### config.mk
export PLATFORM = sky130hd
export DESIGN_NAME = wts_channel_register
export DESIGN_NICKNAME = d
export VERILOG_FILES = /design/src/rtl/wts_channel_register.sv
export SDC_FILE = /design/constraint.sdc
export NUM_CORES = 1
export LEC_CHECK = 0
export CAP_MARGIN = 0
export CORE_MARGIN = 2
export CORE_UTILIZATION = 55
export CTS_CLUSTER_SIZE = 20
export DETAILED_ROUTE_END_ITERATION = 6
export PLACE_DENSITY = 0.77
export SYNTH_ARGS = -nofsm -noshare
export SYNTH_HDL_FRONTEND = slang
export SYNTH_SLANG_ARGS = --single-unit
### constraint.sdc
create_clock -name clk -period 2.5 [get_ports clk]
set_clock_uncertainty 0.15 [all_clocks]
set_input_delay 0.375 -clock clk [delete_from_list [all_inputs] [get_ports clk]]
set_output_delay 0.375 -clock clk [all_outputs]
set_load 0.02 [all_outputs]
### src/rtl/wts_channel_register.sv
// wts_channel_register
// Host register block for the wave table sound core. Decodes windowed host
// accesses into per-channel frequency/volume/enable registers and a mode
// register, and forwards wave RAM accesses to the wave SRAM through a
// request/acknowledge FSM with a one-deep pending slot. Channel parameters
// are looked up by channel index for the time-multiplexed tone generator.
module wts_channel_register #(
   parameter int CHANNELS = 5,
   parameter int FREQ_W   = 12,
   parameter int VOL_W    = 4,
   parameter int IDX_W    = 3
) (
   input  logic                nreset,
   input  logic                clk,
   input  logic                wrreq,
   input  logic                rdreq,
   input  logic [8:0]          address,
   input  logic [7:0]          wrdata,
   output logic [7:0]          rddata,
   output logic                rdvalid,
   output logic                busy,
   output logic                overrun,
   output logic                sram_req,
   output logic                sram_we,
   output logic [IDX_W-1:0]    sram_id,
   output logic [4:0]          sram_a,
   output logic [7:0]          sram_d,
   input  logic                sram_ack,
   input  logic [7:0]          sram_q,
   input  logic [IDX_W-1:0]    ch_index,
   output logic [FREQ_W-1:0]   ch_freq,
   output logic [VOL_W-1:0]    ch_vol,
   output logic                ch_enable,
   output logic [CHANNELS-1:0] clear_counter,
   output logic                wave_reset
);

   typedef enum logic [1:0] {
      ST_IDLE = 2'd0,
      ST_REQ  = 2'd1,
      ST_RESP = 2'd2
   } wave_state_t;

   // Channel count as a 4-bit value so the 3-bit wave channel field compares cleanly.
   localparam logic [3:0] CHAN_LIMIT = 4'(CHANNELS);

   // Channel register file
   logic [FREQ_W-1:0]   freq_q   [CHANNELS];
   logic [FREQ_W-1:0]   freq_d   [CHANNELS];
   logic [7:0]          shadow_q [CHANNELS];
   logic [7:0]          shadow_d [CHANNELS];
   logic [VOL_W-1:0]    vol_q    [CHANNELS];
   logic [VOL_W-1:0]    vol_d    [CHANNELS];
   logic [CHANNELS-1:0] enable_q, enable_d;
   logic [CHANNELS-1:0] clear_q, clear_d;
   logic                wave_reset_q, wave_reset_d;

   // Register read path
   logic                reg_rdvalid_q, reg_rdvalid_d;
   logic [7:0]          reg_rddata_q, reg_rddata_d;

   // Tone pipeline lookup
   logic [FREQ_W-1:0]   ch_freq_q, ch_freq_d;
   logic [VOL_W-1:0]    ch_vol_q, ch_vol_d;
   logic                ch_enable_q, ch_enable_d;

   // Wave FSM, in-flight transaction and pending slot
   wave_state_t         state_q, state_d;
   logic                txn_we_q, txn_we_d;
   logic [IDX_W-1:0]    txn_id_q, txn_id_d;
   logic [4:0]          txn_a_q, txn_a_d;
   logic [7:0]          txn_d_q, txn_d_d;
   logic                pend_valid_q, pend_valid_d;
   logic                pend_we_q, pend_we_d;
   logic [IDX_W-1:0]    pend_id_q, pend_id_d;
   logic [4:0]          pend_a_q, pend_a_d;
   logic [7:0]          pend_d_q, pend_d_d;
   logic [7:0]          wave_data_q, wave_data_d;
   logic                overrun_q, overrun_d;

   // Access decode
   logic                wr_en;
   logic                rd_en;
   logic                is_wave;
   logic                wave_ch_ok;
   logic                wave_acc;
   logic [7:0]          reg_off;
   logic [7:0]          rd_value;

   // Classify the host access; a simultaneous write suppresses the read.
   always_comb begin
      wr_en      = wrreq;
      rd_en      = rdreq & ~wrreq;
      is_wave    = ~address[8];
      wave_ch_ok = ({1'b0, address[7:5]} < CHAN_LIMIT);
      wave_acc   = (wr_en | rd_en) & is_wave & wave_ch_ok;
      reg_off    = address[7:0];
   end

   // Register writes, read-data mux and phase-reset pulses.
   always_comb begin
      freq_d         = freq_q;
      shadow_d       = shadow_q;
      vol_d          = vol_q;
      enable_d       = enable_q;
      wave_reset_d   = wave_reset_q;
      clear_d        = '0;
      rd_value       = 8'hFF;
      if (!is_wave) begin
         for (int k = 0; k < CHANNELS; k++) begin
            if (reg_off == 8'(2 * k)) begin
               rd_value = freq_q[k][7:0];
               if (wr_en) begin
                  // Low byte waits in the shadow until the high byte commits both.
                  shadow_d[k] = wrdata;
                  clear_d[k]  = 1'b1;
               end
            end
            if (reg_off == 8'(2 * k + 1)) begin
               rd_value = 8'(freq_q[k][FREQ_W-1:8]);
               if (wr_en) begin
                  freq_d[k]  = {wrdata[FREQ_W-9:0], shadow_q[k]};
                  clear_d[k] = 1'b1;
               end
            end
            if (reg_off == 8'(16 + k)) begin
               rd_value = 8'(vol_q[k]);
               if (wr_en) begin
                  vol_d[k] = wrdata[VOL_W-1:0];
               end
            end
         end
         if (reg_off == 8'h18) begin
            rd_value = 8'(enable_q);
            if (wr_en) begin
               enable_d = wrdata[CHANNELS-1:0];
            end
         end
         if (reg_off == 8'h19) begin
            rd_value = {2'b00, wave_reset_q, 5'b00000};
            if (wr_en) begin
               wave_reset_d = wrdata[5];
            end
         end
      end
      // Wave accesses to absent channels are answered here with 0xFF.
      reg_rdvalid_d = rd_en & (~is_wave | ~wave_ch_ok);
      reg_rddata_d  = reg_rdvalid_d ? rd_value : 8'h00;
   end

   // Channel lookup uses next-state values so a write at T is seen from T+1.
   always_comb begin
      ch_freq_d   = '0;
      ch_vol_d    = '0;
      ch_enable_d = 1'b0;
      for (int k = 0; k < CHANNELS; k++) begin
         if (ch_index == IDX_W'(k)) begin
            ch_freq_d   = freq_d[k];
            ch_vol_d    = vol_d[k];
            ch_enable_d = enable_d[k];
         end
      end
   end

   // Wave FSM next state, transaction launch and pending-slot management.
   always_comb begin
      state_d      = state_q;
      txn_we_d     = txn_we_q;
      txn_id_d     = txn_id_q;
      txn_a_d      = txn_a_q;
      txn_d_d      = txn_d_q;
      pend_valid_d = pend_valid_q;
      pend_we_d    = pend_we_q;
      pend_id_d    = pend_id_q;
      pend_a_d     = pend_a_q;
      pend_d_d     = pend_d_q;
      wave_data_d  = wave_data_q;
      overrun_d    = 1'b0;
      case (state_q)
         ST_IDLE: begin
            if (pend_valid_q) begin
               state_d      = ST_REQ;
               txn_we_d     = pend_we_q;
               txn_id_d     = pend_id_q;
               txn_a_d      = pend_a_q;
               txn_d_d      = pend_d_q;
               pend_valid_d = 1'b0;
            end else if (wave_acc) begin
               state_d  = ST_REQ;
               txn_we_d = wr_en;
               txn_id_d = IDX_W'(address[7:5]);
               txn_a_d  = address[4:0];
               txn_d_d  = wrdata;
            end
         end
         ST_REQ: begin
            if (sram_ack) begin
               if (txn_we_q) begin
                  state_d = ST_IDLE;
               end else begin
                  state_d     = ST_RESP;
                  wave_data_d = sram_q;
               end
            end
         end
         ST_RESP: begin
            // A register read result owns this cycle; hold the wave result.
            if (!reg_rdvalid_q) begin
               state_d = ST_IDLE;
            end
         end
         default: state_d = ST_IDLE;
      endcase
      // Wave access that cannot launch directly: park it or drop it.
      if (wave_acc && !(state_q == ST_IDLE && !pend_valid_q)) begin
         if (state_q == ST_IDLE || !pend_valid_q) begin
            pend_valid_d = 1'b1;
            pend_we_d    = wr_en;
            pend_id_d    = IDX_W'(address[7:5]);
            pend_a_d     = address[4:0];
            pend_d_d     = wrdata;
         end else begin
            overrun_d = 1'b1;
         end
      end
   end

   // Wave FSM state register.
   always_ff @(posedge clk or negedge nreset) begin
      if (!nreset) begin
         state_q <= ST_IDLE;
      end else begin
         state_q <= state_d;
      end
   end

   // Host-visible outputs; register read results take priority over wave data.
   always_comb begin
      sram_req      = (state_q == ST_REQ);
      sram_we       = txn_we_q;
      sram_id       = txn_id_q;
      sram_a        = txn_a_q;
      sram_d        = txn_d_q;
      rdvalid       = reg_rdvalid_q | (state_q == ST_RESP);
      rddata        = reg_rdvalid_q ? reg_rddata_q :
                      ((state_q == ST_RESP) ? wave_data_q : 8'h00);
      busy          = (state_q != ST_IDLE) | pend_valid_q;
      overrun       = overrun_q;
      clear_counter = clear_q;
      wave_reset    = wave_reset_q;
      ch_freq       = ch_freq_q;
      ch_vol        = ch_vol_q;
      ch_enable     = ch_enable_q;
   end

   // All remaining storage: channel registers, read path, lookup, wave datapath.
   always_ff @(posedge clk or negedge nreset) begin
      if (!nreset) begin
         for (int k = 0; k < CHANNELS; k++) begin
            freq_q[k]   <= '0;
            shadow_q[k] <= '0;
            vol_q[k]    <= '0;
         end
         enable_q      <= '0;
         clear_q       <= '0;
         wave_reset_q  <= 1'b0;
         reg_rdvalid_q <= 1'b0;
         reg_rddata_q  <= 8'h00;
         ch_freq_q     <= '0;
         ch_vol_q      <= '0;
         ch_enable_q   <= 1'b0;
         txn_we_q      <= 1'b0;
         txn_id_q      <= '0;
         txn_a_q       <= '0;
         txn_d_q       <= '0;
         pend_valid_q  <= 1'b0;
         pend_we_q     <= 1'b0;
         pend_id_q     <= '0;
         pend_a_q      <= '0;
         pend_d_q      <= '0;
         wave_data_q   <= '0;
         overrun_q     <= 1'b0;
      end else begin
         for (int k = 0; k < CHANNELS; k++) begin
            freq_q[k]   <= freq_d[k];
            shadow_q[k] <= shadow_d[k];
            vol_q[k]    <= vol_d[k];
         end
         enable_q      <= enable_d;
         clear_q       <= clear_d;
         wave_reset_q  <= wave_reset_d;
         reg_rdvalid_q <= reg_rdvalid_d;
         reg_rddata_q  <= reg_rddata_d;
         ch_freq_q     <= ch_freq_d;
         ch_vol_q      <= ch_vol_d;
         ch_enable_q   <= ch_enable_d;
         txn_we_q      <= txn_we_d;
         txn_id_q      <= txn_id_d;
         txn_a_q       <= txn_a_d;
         txn_d_q       <= txn_d_d;
         pend_valid_q  <= pend_valid_d;
         pend_we_q     <= pend_we_d;
         pend_id_q     <= pend_id_d;
         pend_a_q      <= pend_a_d;
         pend_d_q      <= pend_d_d;
         wave_data_q   <= wave_data_d;
         overrun_q     <= overrun_d;
      end
   end

endmodule

==> impl_results.md <==
* CTS buffer count at 22
* Total power at slightly above 9 mW
* Final Net Count at 1067
* Initial DRC Count at between 700 and 800
* Internal at approximately 6.7 mW
* Most frequent cell on the critical path: buf_4
* Status: complete, no violations
* Final GP Congestion at 0.9910
* Post-DRT Antenna Nets at 0
* Worst-path fanout max at 4
* Post-synth EDFFs at 0
* Number of global-route vias before repair at 7829
* I/O pin count at 85
* Sw frac at 27.28%
* Num rows at 48
* Worst-path clk slew at 0.06 ns
* Top post-synthesis cells by area: dfrtp_1 53%, mux2_2 17%, mux2i_1 2.7%
* Final period utilization at 99.33%
* Initial antenna violation count at 0
* Cells after synthesis at 832
* Synthesized area per cell at between 10 and 15 um^2
* Clock share of power at 36.4%
* Routed vias at 7981
* Share of cells above drive strength 1 at between 30 and 40%
* Vias per inst at 6.265
* Largest net degree at the start of global routing at 55
* CTS tree: yes
* Die H at 136.4 um
* Area of the die at 18600 um^2
* Final setup violation count at 0
* CTS Root Cell: clkbuf_16
* Cell Chain, Critical Path: dlygate4sd2_1 -> buf_4 -> buf_4 -> or3_1 -> or4_1 -> buf_4 -> o221ai_1 -> o41ai_1
* Peak Freq at 402.7 MHz
* Crit start category: input port
* Synth area leader: dfrtp_1
* Setup ws final at roughly 0.017 ns
* Synthesis warning total at 0
* Slew @ Worst Pin at 1.324 ns
* Dpl ws at -0.6833 ns
* I/O Buffers at 84
* Async SR Flop Fraction at 100.0%
* Hpwl dp at 21.24 mm
* Ys flop type: dfrtp_1
* Max incr delay on CP at 0.59 ns
* All-Layer GR Usage at 31.51%
* Grt total ovfl at 0
* Crit end category: register
* Min-delay worst type: input port to async pin
* Post-synthesis cell area at 9638 um^2
* Seq cells post-synth at 203
* Critical path class: input port to register
* Cell Pwr Density at ~730 nW/um^2
* Sw Pwr at 2.520 mW
* Sequential area share after synthesis at between 50% and 60%
* Yosys cell types at 59
* Core area at ~17000 um^2
* Syn_nets at 865
* Htree depth at 1
* Die Wd at 136.4 um
* Clock Sinks at 203
* N_diodes at 0
* Slowest CP cell: or4_1
* Rel. slew slack at 11.25%
* Wirelength per Cell at 22.77 um
* Area Overhead vs Synth at 31.27%
* Critical Path AT at 2.71 ns
* Flop pwr share at 42.7%
* Comb pwr share at a little over a fifth
* Leakage power at about 6 nW
* Final WL at approximately 29 mm
* Fin. max-slew vios at 0
* VDD IR max at 665.8 uV
* Count of final hold-check violations at 0
* Clock Path Buffers at 3
* Global-route wire length before repair at ~44 mm
* Initial Util at 55.92%
* Required time worst endpoint at around 2.7 ns
* Worst-skew pair later-pin latency at 0.51 ns
* Min Clock Period, post-route at 2.483 ns
* Max_cap viols at 0
* # fillers at 1186
* DR pass1 iterations at 5
* Post-synth top area share at 52.71%
* Drc violations at 0
## area by class of cell
class | count | area, um^2 | area share (%)
inverters | 6 | 22.52 | 0.1780
flip-flops and latches | 203 | 5080 | 40.15
clock buffers | 32 | 629.4 | 4.974
repair buffers | 241 | 2122 | 16.77
clock inverters | 7 | 118.9 | 0.9395
well taps | 225 | 281.5 | 2.225
multi-input cells | 560 | 4398 | 34.76
## sequential cells by signal, indices dropped and copies added (netlist names), 2 cells and up
signal	cells
sram_d	8
pend_d_q	8
clear_counter	5
sram_a	5
enable_q	5
freq_q	60
ch_vol	4
vol_q	20
ch_freq	12
pend_id_q	3
shadow_q	40
reg_rddata_q	8
wave_data_q	8
pend_a_q	5
sram_id	3
state_q	2
## power by group through the flow
stage / Sequential, mW / Clock (mW) / Combinational (mW)
final: 3.94 / 3.37 / 1.93
after global routing: 3.99 / 3.55 / 2.09
after CTS: 3.94 / 3.41 / 1.94
after detailed placement: 4.00 / 0 / 1.94
after global placement: 3.97 / 0 / 1.90
after floorplan: 4.12 / 0 / 0.904
## worst paths after layout
check                           slack [ns]                      from  depth (start not counted)                   endpoint
max in group asynchronous             1.27                    nreset                          3       ch_freq[1]$_DFF_PN0_
min in group clk                      0.28                address[0]                          3    pend_a_q[0]$_DFFE_PN0P_
worst max-delay path                  0.02                address[7]                          8  reg_rddata_q[3]$_DFF_PN0_
worst min-delay path                  0.24                    nreset                          2    pend_d_q[7]$_DFFE_PN0P_
worst min register to register        0.33  shadow_q[39]$_DFFE_PN0P_                          2       freq_q[55]$_DFF_PN0_
worst max register to register        0.67    state_q[1]$_DFFE_PN0P_                          4    pend_d_q[1]$_DFFE_PN0P_
## worst max-delay path, delay by kind of cell
kind,cells,cell delay (ns)
AOI/OAI and AO/OA,2,0.49
buffers and inverters,4,0.78
and+or+nand+nor,2,1.06
## placed cells by master, fill, tap and decap left out, types with 4 or more instances in the layout
| cell | count |
|---|---|
| dfrtp_1 | 203 |
| buf_4 | 147 |
| mux2_2 | 134 |
| nand2_1 | 69 |
| clkdlybuf4s50_1 | 67 |
| nor2_1 | 39 |
| a21oi_1 | 31 |
| o21ai_0 | 26 |
| mux2i_1 | 26 |
| clkbuf_16 | 23 |
| and3_1 | 20 |
| a22o_1 | 18 |
| nor3_1 | 16 |
| o22a_1 | 15 |
| dlygate4sd2_1 | 12 |
| nor2b_1 | 11 |
| nand3_1 | 10 |
| nand4_1 | 10 |
| mux2_4 | 9 |
| a2111o_1 | 9 |
| a2bb2oi_1 | 8 |
| o211ai_1 | 8 |
| buf_12 | 8 |
| clkbuf_1 | 7 |
| or2_2 | 6 |
| a22oi_1 | 6 |
| inv_1 | 6 |
| or4_1 | 6 |
| nor3_2 | 5 |
| nand2b_1 | 5 |
| nor4_1 | 5 |
| and2_1 | 4 |
| o21a_1 | 4 |
| o221ai_1 | 4 |
| o41ai_1 | 4 |
## routing by layer
| layer | global-route usage, % | vias to the layer above | share of wire [%] |
|---|---|---|---|
| met1 | 42.50 | 3980 | 41 |
| met5 | 1.389 | - | 0 |
| li1 | - | 3491 | - |
| met3 | 7.569 | 79 | 9.6 |
| met2 | 49.66 | 431 | 46 |
| met4 | 11.57 | 0 | 3.6 |
## synthesized netlist by cell type, types with 10 or more instances
| library cell | instances |
|---|---|
| a22o_1 | 18 |
| nor2_1 | 39 |
| nor3_1 | 23 |
| nand4_1 | 10 |
| o22a_1 | 15 |
| nand2_1 | 69 |
| mux2i_1 | 26 |
| and3_1 | 21 |
| clkbuf_1 | 46 |
| nand3_1 | 10 |
| nor2b_1 | 11 |
| o21ai_0 | 26 |
| dfrtp_1 | 203 |
| mux2_2 | 143 |
| a21oi_1 | 31 |
## through the flow
stage | util (%) | hold WS, ns | instance area, um^2 | TNS [ns] | cells
after floorplan | - | -0.07059 | 9734 | -0.5317 | 832
after global placement | 68.62 | 0.2125 | 11830 | -25.54 | 1231
after detailed placement | 68.62 | 0.2190 | 11830 | -29.97 | 1231
after CTS | 73.22 | 0.2603 | 12620 | 0 | 1273
after global routing | 73.40 | 0.2942 | 12650 | -0.02728 | 1274
final | 73.40 | 0.2392 | 12650 | 0 | 1274
## timing repair
item                       CTS  global route
hold endpoints to repair    51             0
resized for setup           20             7
setup endpoints to repair   33             6
setup buffers                1             1
pin swaps                    0             2
hold buffers                 1             0
gates cloned                 1             0
## logic make-up (layout without fill, tap and decap cells)
kind of cell             Yosys count  count (layout)  synth area share [%]
AO/OA/AOI/OAI                    162             162                 12.64
adder cells (fa/ha/maj)            1               1                0.1039
buffers and inverters             70             286                 3.077
flip-flops                       203             203                 52.71
multiplexers                     169             169                 19.41
AND/OR/NAND/NOR                  227             228                 12.06
Note: power is estimated with default switching activity, not from simulation.
